==> config.mk <==
export PLATFORM = sky130hd
export DESIGN_NAME = axi_dma_burst_engine
export DESIGN_NICKNAME = d
export VERILOG_FILES = /design/src/rtl/axi_dma_burst_engine.sv
export SDC_FILE = /design/constraint.sdc
export NUM_CORES = 1
export LEC_CHECK = 0
export BUFFER_PORTS_ARGS = -buffer_cell sky130_fd_sc_hd__buf_4
export CAP_MARGIN = 20
export CELL_PAD_IN_SITES_DETAIL_PLACEMENT = 2
export CELL_PAD_IN_SITES_GLOBAL_PLACEMENT = 2
export CORE_ASPECT_RATIO = 0.5
export CORE_UTILIZATION = 35
export CTS_CLUSTER_SIZE = 14
export DETAILED_ROUTE_END_ITERATION = 10
export GPL_TIMING_DRIVEN = 0
export PLACE_DENSITY_LB_ADDON = 0.1
export SYNTH_ARGS = -nofsm -noshare
export SYNTH_HDL_FRONTEND = slang
export SYNTH_SLANG_ARGS = --single-unit
export TNS_END_PERCENT = 50
==> constraint.sdc <==
create_clock -name clk -period 17.6 [get_ports clk]
set_input_delay 1.76 -clock clk [delete_from_list [all_inputs] [get_ports clk]]
set_output_delay 1.76 -clock clk [all_outputs]
set_load 0.01 [all_outputs]
==> src/rtl/axi_dma_burst_engine.sv <==
// axi_dma_burst_engine
// Single-channel AXI4 memory-to-memory copy engine. A command (src, dst, len
// in beats) is read with INCR bursts into an internal FIFO and written back
// out with INCR bursts to the destination. Bursts never cross a 4KB page.
//
// Ports
//   clk, reset                 clock, synchronous active-high reset
//   cmd_valid/cmd_ready        command handshake; cmd_src/cmd_dst/cmd_len payload
//   busy, done, err            status: transfer running, completion pulse,
//                              sticky response error for the current transfer
//   ar*/r*                     AXI4 read master (AR and R channels)
//   aw*/w*/b*                  AXI4 write master (AW, W and B channels)
//   dbg_rd_state/dbg_wr_state  current read / write FSM state
//
// Handshakes: every channel transfers on a cycle where valid and ready are
// both high at the rising clock edge. A raised valid is never dropped and its
// payload never changes until that transfer happens; ready may be driven
// independently of valid. No output depends combinationally on an input.
module axi_dma_burst_engine #(
  parameter int ADDR_WIDTH = 32,
  parameter int DATA_WIDTH = 32,
  parameter int FIFO_DEPTH = 32,
  parameter int MAX_BURST  = 16,
  parameter int LEN_WIDTH  = 16
) (
  input  logic                  clk,
  input  logic                  reset,
  input  logic                  cmd_valid,
  output logic                  cmd_ready,
  input  logic [ADDR_WIDTH-1:0] cmd_src,
  input  logic [ADDR_WIDTH-1:0] cmd_dst,
  input  logic [LEN_WIDTH-1:0]  cmd_len,
  output logic                  busy,
  output logic                  done,
  output logic                  err,
  output logic [ADDR_WIDTH-1:0] araddr,
  output logic [7:0]            arlen,
  output logic [2:0]            arsize,
  output logic [1:0]            arburst,
  output logic                  arvalid,
  input  logic                  arready,
  input  logic [DATA_WIDTH-1:0] rdata,
  input  logic [1:0]            rresp,
  input  logic                  rlast,
  input  logic                  rvalid,
  output logic                  rready,
  output logic [ADDR_WIDTH-1:0] awaddr,
  output logic [7:0]            awlen,
  output logic [2:0]            awsize,
  output logic [1:0]            awburst,
  output logic                  awvalid,
  input  logic                  awready,
  output logic [DATA_WIDTH-1:0] wdata,
  output logic                  wlast,
  output logic                  wvalid,
  input  logic                  wready,
  input  logic [1:0]            bresp,
  input  logic                  bvalid,
  output logic                  bready,
  output logic [1:0]            dbg_rd_state,
  output logic [1:0]            dbg_wr_state
);

  localparam int BYTES = DATA_WIDTH / 8;
  localparam int SIZE  = $clog2(BYTES);
  localparam int PW    = $clog2(FIFO_DEPTH);
  localparam int CW    = PW + 1;
  // Burst arithmetic width: wide enough for cmd_len, the 4KB page room and
  // the FIFO count, plus one bit so comparisons never overflow.
  localparam int BW0   = (LEN_WIDTH > 13) ? LEN_WIDTH : 13;
  localparam int BW    = ((BW0 > CW) ? BW0 : CW) + 1;

  localparam logic [1:0] R_IDLE = 2'd0;
  localparam logic [1:0] R_ADDR = 2'd1;
  localparam logic [1:0] R_DATA = 2'd2;

  localparam logic [1:0] W_IDLE = 2'd0;
  localparam logic [1:0] W_ADDR = 2'd1;
  localparam logic [1:0] W_DATA = 2'd2;
  localparam logic [1:0] W_RESP = 2'd3;

  // beats = min(MAX_BURST, remaining, beats left before the next 4KB page)
  function automatic logic [BW-1:0] burst_beats(input logic [ADDR_WIDTH-1:0] a,
                                                input logic [LEN_WIDTH-1:0]  rem);
    logic [12:0]   room;
    logic [BW-1:0] b;
    logic [BW-1:0] r;
    logic [BW-1:0] m;
    room = 13'd4096 - {1'b0, a[11:0]};
    r    = BW'(room >> SIZE);
    m    = BW'(MAX_BURST);
    b    = BW'(rem);
    if (m < b) b = m;
    if (r < b) b = r;
    return b;
  endfunction

  logic [1:0]            r_state;
  logic [1:0]            w_state;
  logic [ADDR_WIDTH-1:0] rd_addr;
  logic [ADDR_WIDTH-1:0] wr_addr;
  logic [LEN_WIDTH-1:0]  rd_rem;
  logic [LEN_WIDTH-1:0]  wr_rem;
  logic [BW-1:0]         rd_beats;
  logic [BW-1:0]         wr_beats;
  logic [7:0]            wbeat;

  logic [DATA_WIDTH-1:0] mem [FIFO_DEPTH];
  logic [PW-1:0]         wr_ptr;
  logic [PW-1:0]         rd_ptr;
  logic [CW-1:0]         count;
  logic [CW-1:0]         fifo_free;

  logic cmd_fire;
  logic push;
  logic pop;
  logic b_fire;

  assign arsize    = 3'(SIZE);
  assign awsize    = 3'(SIZE);
  assign arburst   = 2'b01;
  assign awburst   = 2'b01;

  assign cmd_ready = !busy;
  assign cmd_fire  = cmd_valid && cmd_ready;

  assign arvalid   = (r_state == R_ADDR);
  assign rready    = (r_state == R_DATA);
  assign awvalid   = (w_state == W_ADDR);
  assign wvalid    = (w_state == W_DATA) && (count != '0);
  assign wlast     = wvalid && (wbeat == awlen);
  assign wdata     = mem[rd_ptr];
  assign bready    = (w_state == W_RESP);

  assign push      = rvalid && rready;
  assign pop       = wvalid && wready;
  assign b_fire    = bvalid && bready;

  assign fifo_free = CW'(FIFO_DEPTH) - count;
  assign rd_beats  = burst_beats(rd_addr, rd_rem);
  assign wr_beats  = burst_beats(wr_addr, wr_rem);

  assign dbg_rd_state = r_state;
  assign dbg_wr_state = w_state;

  // Command / status. A zero-length command never raises busy; it only
  // produces the done pulse on the following cycle.
  always_ff @(posedge clk) begin
    if (reset) begin
      busy <= 1'b0;
      done <= 1'b0;
      err  <= 1'b0;
    end else begin
      done <= 1'b0;
      if (cmd_fire) begin
        busy <= (cmd_len != '0);
        done <= (cmd_len == '0);
        err  <= 1'b0;
      end else begin
        if ((push && rresp != 2'b00) || (b_fire && bresp != 2'b00))
          err <= 1'b1;
        // wr_rem was already reduced when the final AW was prepared, so a
        // B handshake with nothing left to write closes the transfer.
        if (b_fire && wr_rem == '0) begin
          busy <= 1'b0;
          done <= 1'b1;
        end
      end
    end
  end

  // Read side. Space for a whole burst is reserved before AR is raised, so
  // the single outstanding burst can always be absorbed by the FIFO. After
  // each burst the FSM passes through R_IDLE to re-check space.
  always_ff @(posedge clk) begin
    if (reset) begin
      r_state <= R_IDLE;
      araddr  <= '0;
      arlen   <= '0;
      rd_addr <= '0;
      rd_rem  <= '0;
    end else begin
      if (cmd_fire) begin
        rd_addr <= cmd_src;
        rd_rem  <= cmd_len;
      end
      case (r_state)
        R_IDLE: begin
          if (busy && rd_rem != '0 && BW'(fifo_free) >= rd_beats) begin
            araddr  <= rd_addr;
            arlen   <= 8'(rd_beats - 1'b1);
            rd_addr <= rd_addr + (ADDR_WIDTH'(rd_beats) << SIZE);
            rd_rem  <= rd_rem - LEN_WIDTH'(rd_beats);
            r_state <= R_ADDR;
          end
        end
        R_ADDR: if (arready) r_state <= R_DATA;
        R_DATA: if (rvalid && rlast) r_state <= R_IDLE;
        default: r_state <= R_IDLE;
      endcase
    end
  end

  // Write side. A burst starts only once all of its beats sit in the FIFO,
  // so W never stalls on an empty FIFO mid-burst.
  always_ff @(posedge clk) begin
    if (reset) begin
      w_state <= W_IDLE;
      awaddr  <= '0;
      awlen   <= '0;
      wr_addr <= '0;
      wr_rem  <= '0;
      wbeat   <= '0;
    end else begin
      if (cmd_fire) begin
        wr_addr <= cmd_dst;
        wr_rem  <= cmd_len;
      end
      case (w_state)
        W_IDLE: begin
          if (busy && wr_rem != '0 && BW'(count) >= wr_beats) begin
            awaddr  <= wr_addr;
            awlen   <= 8'(wr_beats - 1'b1);
            wr_addr <= wr_addr + (ADDR_WIDTH'(wr_beats) << SIZE);
            wr_rem  <= wr_rem - LEN_WIDTH'(wr_beats);
            w_state <= W_ADDR;
          end
        end
        W_ADDR: begin
          wbeat <= '0;
          if (awready) w_state <= W_DATA;
        end
        W_DATA: begin
          if (pop) begin
            if (wbeat == awlen) w_state <= W_RESP;
            else                wbeat   <= wbeat + 8'd1;
          end
        end
        W_RESP: if (bvalid) w_state <= W_IDLE;
        default: w_state <= W_IDLE;
      endcase
    end
  end

  // FIFO storage: no reset needed, only the pointers and count matter.
  always_ff @(posedge clk) begin
    if (push) mem[wr_ptr] <= rdata;
  end

  always_ff @(posedge clk) begin
    if (reset) begin
      wr_ptr <= '0;
      rd_ptr <= '0;
      count  <= '0;
    end else begin
      if (push) wr_ptr <= wr_ptr + 1'b1;
      if (pop)  rd_ptr <= rd_ptr + 1'b1;
      if (push && !pop)      count <= count + 1'b1;
      else if (pop && !push) count <= count - 1'b1;
    end
  end

endmodule

* After elaboration in Yosys (flattened, before gate mapping)
Memories as Yosys holds them, arrays and structs flattened. A register that Yosys moved wholly into a read port is not among the register bits.
Index checks and enable logic that the tools add are counted.
** Word-level totals
- Bits in registers :: 207
- Memory bits (writable) :: 1024
- Input port bits :: 125
- Output and inout bits :: 136
- Word-level logic and storage cells :: 131
- Memories kept :: 1
** Memory list
- mem :: depth 32, width 32, rd ports 1, clocked after Yosys merged registers in 1, write ports 1, RTL line 108 : logic [DATA_WIDTH-1:0] mem [FIFO_DEPTH];
** Operators by class
- $add $sub $neg :: 14
- $lt $le $gt $ge :: 6
- Equality and inequality tests :: 15
- Multiplexer cells :: 39
- Reduce and logical (&&, ||, !) cells :: 39
** Operator list (count)
- 32-bit two-way mux :: 6
- 16-bit two-way mux :: 10
- 32-bit by 18-bit adder with 32-bit output :: 2
- 16-bit nonzero test :: 3
- 6-bit by 16-bit greater-or-equal comparator with 1-bit output :: 2
- 16-bit zero test :: 2
- 5-bit by 16-bit less-than comparator with 1-bit output, first input constant :: 2
- 16-bit subtractor :: 2
- 13-bit by 12-bit subtractor with 13-bit output, first input constant :: 2
- 11-bit by 17-bit less-than comparator with 1-bit output :: 1
- 1-bit logical AND :: 16
- 11-bit by 16-bit less-than comparator with 1-bit output :: 1
- 2-bit two-way mux :: 8
- 8-bit two-way mux :: 2
- 8-bit one-hot mux with 2 select lines :: 1
- 8-bit by 1-bit subtractor with 8-bit output, second input constant :: 2
- 6-bit two-way mux :: 2
- 5-bit by 1-bit adder with 5-bit output, second input constant :: 2
- 5-bit two-way mux :: 2
- 2-bit inequality test, second input constant :: 5
- 2-bit nonzero test :: 5
- 8-bit by 1-bit adder with 8-bit output, second input constant :: 1
- 8-bit == test :: 1
- 2-bit by 1-bit inequality test with 1-bit output, second input constant :: 4
- 16 further kinds :: 29

* Depth between registers and ports, before layout
- Depth in word-level cells :: 8
- Mapped depth :: 31
- Gate-level depth less buffers :: 29

* Worst setup path after synthesis
No wires, ideal clock.
- Path type :: reg-to-reg
- Start point :: register rd_addr[1]
- End point :: register rd_rem[14]
- Data arrival time :: 6.342 ns
- Data required time :: 17.486 ns
- Slack :: 11.144 ns
- Stages on the path, launching flop included :: 32
- Clock period less this slack :: 6.456 ns
- Cells stage by stage :: dfxtp_1 -> nor2_1 -> nand2_1 -> or3_1 -> clkbuf_1 -> nor3_1 -> nand2b_1 -> nor3_1 -> xnor2_1 -> ha_1 -> a21o_1 -> a21oi_1 -> a21oi_1 -> a211oi_1 -> clkbuf_1 -> buf_2 -> a21oi_1 -> inv_1 -> ha_1 -> inv_1 -> fa_1 -> a21o_1 -> a21oi_1 -> o21bai_1 -> a21oi_1 -> nor2b_1 -> o21a_1 -> o31a_1 -> o41ai_1 -> o21ai_0 -> and3_1 -> a2111oi_0
** On the way
- Cells in the longest elaborated chain, start to end :: 7
- Elaborated cells between the ends (all ways) :: 8
- Those cells by class :: 2 x add/sub; 2 x order compare; 3 x mux; 1 x reduce/logical
** Ends and longest elaborated chain
- from (decl) :: RTL line 100 : logic [ADDR_WIDTH-1:0] rd_addr;
- from (signal assigned) :: RTL line 184 : rd_addr <= cmd_src;
- from (signal assigned) :: RTL line 192 : rd_addr <= rd_addr + (ADDR_WIDTH'(rd_beats) << SIZE);
- 13-bit by 12-bit subtractor with 13-bit output (*) :: RTL line 89 : room = 13'd4096 - {1'b0, a[11:0]};
- 11-bit by 16-bit less-than comparator with 1-bit output :: RTL line 94 : if (r < b) b = r;
- 16-bit two-way mux (*) :: RTL line 94
- 6-bit by 16-bit greater-or-equal comparator with 1-bit output :: RTL line 189 : if (busy && rd_rem != '0 && BW'(fifo_free) >= rd_beats) begin
- 1-bit logical AND :: RTL line 189
- 16-bit two-way mux (*) :: RTL line 189
- 16-bit two-way mux (*) :: RTL line 187 : case (r_state)
- to (signal assigned) :: RTL line 185 : rd_rem <= cmd_len;
- to (signal assigned) :: RTL line 193 : rd_rem <= rd_rem - LEN_WIDTH'(rd_beats);
- to (decl) :: RTL line 102 : logic [LEN_WIDTH-1:0] rd_rem;
Mark *: on every way between the ends. The rest lies on a longest branch, timed or not.
A chain may end at the register's enable or synchronous reset.

* Worst setup path after layout
- Start point :: register rd_addr[1]
- End point :: register rd_addr[22]
** On the way
- Cells in the longest elaborated chain, start to end :: 7
- Elaborated cells between the ends (all ways) :: 8
- Those cells by class :: 2 x add/sub; 2 x order compare; 3 x mux; 1 x reduce/logical
** Ends and longest elaborated chain (RTL line)
- branches (longest 5 deep; another with 32-bit by 18-bit adder with 32-bit output)
- 32-bit two-way mux (*) :: 189
- 32-bit two-way mux (*) :: 187
Mark *: on every way between the ends.

==> results.sh <==
export IMPL_outcome="complete, no violations"
export IMPL_leakage_uw=0.02014
export IMPL_crit_fanout=10
export IMPL_max_slew_margin_pct=20.88
export IMPL_hold_buffers=0
export IMPL_placed_area_sq_um=58470
export IMPL_layout_commonest_cell="edfxtp_1"
export IMPL_dieArea_sq_um=151700
export IMPL_cts_resized=0
export IMPL_post_cts_buffers=0
export IMPL_vias_per_cell=5.529
export IMPL_fin_setup_tns_ps=0
export IMPL_coreArea_sq_um=148900
export IMPL_clk_pin_slew_worst_paths_ps=70
export IMPL_post_place_cells=5626
export IMPL_max_stage_delay_ps=640
export IMPL_vias=32270
export IMPL_async_flop_share_pct=0
export IMPL_crit_required_ps=18160
export IMPL_clockBufferDepth=3
export IMPL_regToRegStartpoint="rd_addr[1]"
export IMPL_worstSetupEndpointType="flip-flop"
export IMPL_drt_initial_drc_count=2543
export IMPL_finalSetupViolCount=0
export IMPL_yosysUniqueCellTypes=86
export IMPL_crit_start="rd_addr[1]"
export IMPL_hold_viol_final=0
export IMPL_ys_seq_area_share_pct=66.62
export IMPL_wl_um=179900
export IMPL_syn_inst=3283
export IMPL_maxCapViolations=0
export IMPL_grt_overflow_total=0
export IMPL_min_period_ps=8815
export IMPL_htreeDepth=3
export IMPL_synth_edff_count=1024
export IMPL_rsz0062_at_grt="false"
export IMPL_grt_pass1_vias=35050
export IMPL_final_cell_count_no_fill=5837
export IMPL_yosys_warnings=0
export IMPL_drt_wirelength_per_cell_um=30.83
export IMPL_finClkSkew_ps=55.83
export IMPL_hp_class="reg2reg"
export IMPL_antenna_found_initial=4
export IMPL_area_delta_synth_final_pct=18.24
export IMPL_cp_slowest_cell="a211oi_1"
export IMPL_nets=3998
export IMPL_post_route_util_pct=41.71
export IMPL_initial_core_util_pct=35.28
export IMPL_worstMarginPinSlew_ps=1187
export IMPL_die_w_um=549.9
export IMPL_grt_use_total_pct=23.62
export IMPL_grt_first_pass_wirelength_um=254000
export IMPL_pin_count=261
export IMPL_drt_pass1_iterations=5
export IMPL_drive_above_1_share_pct=24.12
export IMPL_num_rows=100
export IMPL_cp_start_kind="flip-flop"
export IMPL_final_area_sq_um=62110
export IMPL_synth_top_area_cell="edfxtp_1"
export IMPL_dp_hpwl_um=128800
export IMPL_root_buffer="clkbuf_16"
export IMPL_die_h_um=275.9
export IMPL_arrival_ps=9380
export IMPL_fin_crit_sh_pct=50.08
export IMPL_holdCritStartpoint="araddr[13]"
export IMPL_clock_fmax_mhz=113.4
export IMPL_grt_max_degree=33
export IMPL_place_gp_congestion=0.8214
export IMPL_power_density_nw_per_um2=106.6
export IMPL_drv_slew=0
export IMPL_drc=0
export IMPL_netlist_area_sq_um=52530
export IMPL_clock_sinks=1236
export IMPL_mostFrequentLayoutCells="edfxtp_1 (1,024), nand2_1 (321), mux4_2 (320)"
export IMPL_path_class="reg2reg"
export IMPL_cts_tree="yes"
export IMPL_synth_seq_cells=1236
export IMPL_numCtsBuffers=113
export IMPL_ir_drop_mv=0.08696
export IMPL_synth_area_per_cell_sq_um=16.00
export IMPL_insertion_delay_ps=730
export IMPL_synth_flop_cell="edfxtp_1"
export IMPL_synth_top_area_share_pct=58.54
export IMPL_synth_area_top_cells="edfxtp_1 (59%), mux4_2 (14%), dfxtp_1 (8.1%), ha_1 (2.6%), nand2_1 (2.3%)"
export IMPL_ant_nets=0
export IMPL_port_buffers=249
worst max-delay path, delay by kind of cell, from the launching register on:
family | cells | cell delay (ps)
buffers and inverters | 5 | 1230
flip-flops | 1 | 350
AND/OR/NAND/NOR | 10 | 2260
XOR/XNOR | 1 | 200
AO/OA/AOI/OAI | 12 | 3670
adder cells (fa/ha/maj) | 3 | 950
registers in the layout, summed over array words and instances (netlist names), 5 cells and up, named ones only:
name and flops:
rd_addr 32, arlen 8, wr_rem 16, wr_addr 32, wbeat 8, wr_ptr 5
rd_rem 16, awlen 8, mem 1024, count 6, araddr 32, awaddr 32
rd_ptr 5
where the power goes:
| group | internal, uW | switching, uW |
|---|---|---|
| logic | 346 | 609 |
| registers | 3190 | 41.0 |
| clock network | 1280 | 1150 |
per-stage QoR:
step | setup WS (ps) | hold WS, ps | total power (uW)
after floorplan | 11140 | 431.9 | 3892
after global placement | 7678 | 444.6 | 4213
after detailed placement | 8819 | 455.2 | 4250
after CTS | 8770 | 464.1 | 6685
after global routing | 8092 | 477.1 | 6878
final | 8785 | 461.5 | 6619
cell usage after synthesis, types with 5 or more instances:
cell type  number
nor2_1        187
xnor2_1        55
clkbuf_1      118
nor2b_1        17
a311oi_1       36
a21oi_1       190
o21a_1         18
mux2i_1        10
o211ai_1       10
mux4_2        320
edfxtp_1     1024
mux2_2         35
a31oi_1        24
buf_1          37
o31ai_1         5
ha_1          109
or2_2           8
or3_1          18
o22ai_1         5
dfxtp_1       212
inv_1          68
nor3_1         29
xor2_1         43
buf_6           5
nand4_1        15
nand2_1       321
nand3b_1        5
and2_1         19
a211oi_1       42
or4_1           6
a22oi_1         6
and3_1         23
o31a_1          5
a211o_1         6
buf_4          18
a21o_1         22
nand3_1        31
nand2b_1       18
o21bai_1       12
nor4_1         18
o21ai_0        53
final timing paths:
check / to / cells after the start / slack, ps
worst max register to register: rd_addr[22] / 31 / 8790
worst min-delay path: araddr[13] / 2 / 460
worst min register to register: araddr[13] / 2 / 460
worst max-delay path: rd_addr[22] / 31 / 8790
layer usage:
layer / vias up / wire (um) / GRT usage [%]
li1: 13820 / - / -
met4: 0 / 4307 / 6.123
met5: - / 0 / 0
met1: 17370 / 80220 / 32.19
met3: 215 / 8873 / 3.831
met2: 864 / 86530 / 39.51
cell families after synthesis:
group | count (synthesis) | synth area share, %
multiplexers | 366 | 14.68
AO/OA/AOI/OAI | 483 | 6.022
buffers and inverters | 252 | 2.013
adder cells (fa/ha/maj) | 112 | 2.711
XOR/XNOR | 98 | 1.634
other | 2 | 0.01430
AND/OR/NAND/NOR | 734 | 6.307
flip-flops | 1236 | 66.62
layout make-up:
cell class	instances	area, sq um
fillers	14410	86780
flip-flops and latches	1236	34990
multi-input cells	1833	16860
repair buffers	325	3197
clock buffers	145	2999
well taps	1989	2489
plain buffers	183	798.3
clock inverters	56	508.0
inverters	69	259.0
diodes	1	2.502
Power figures use the tool's default switching activity.
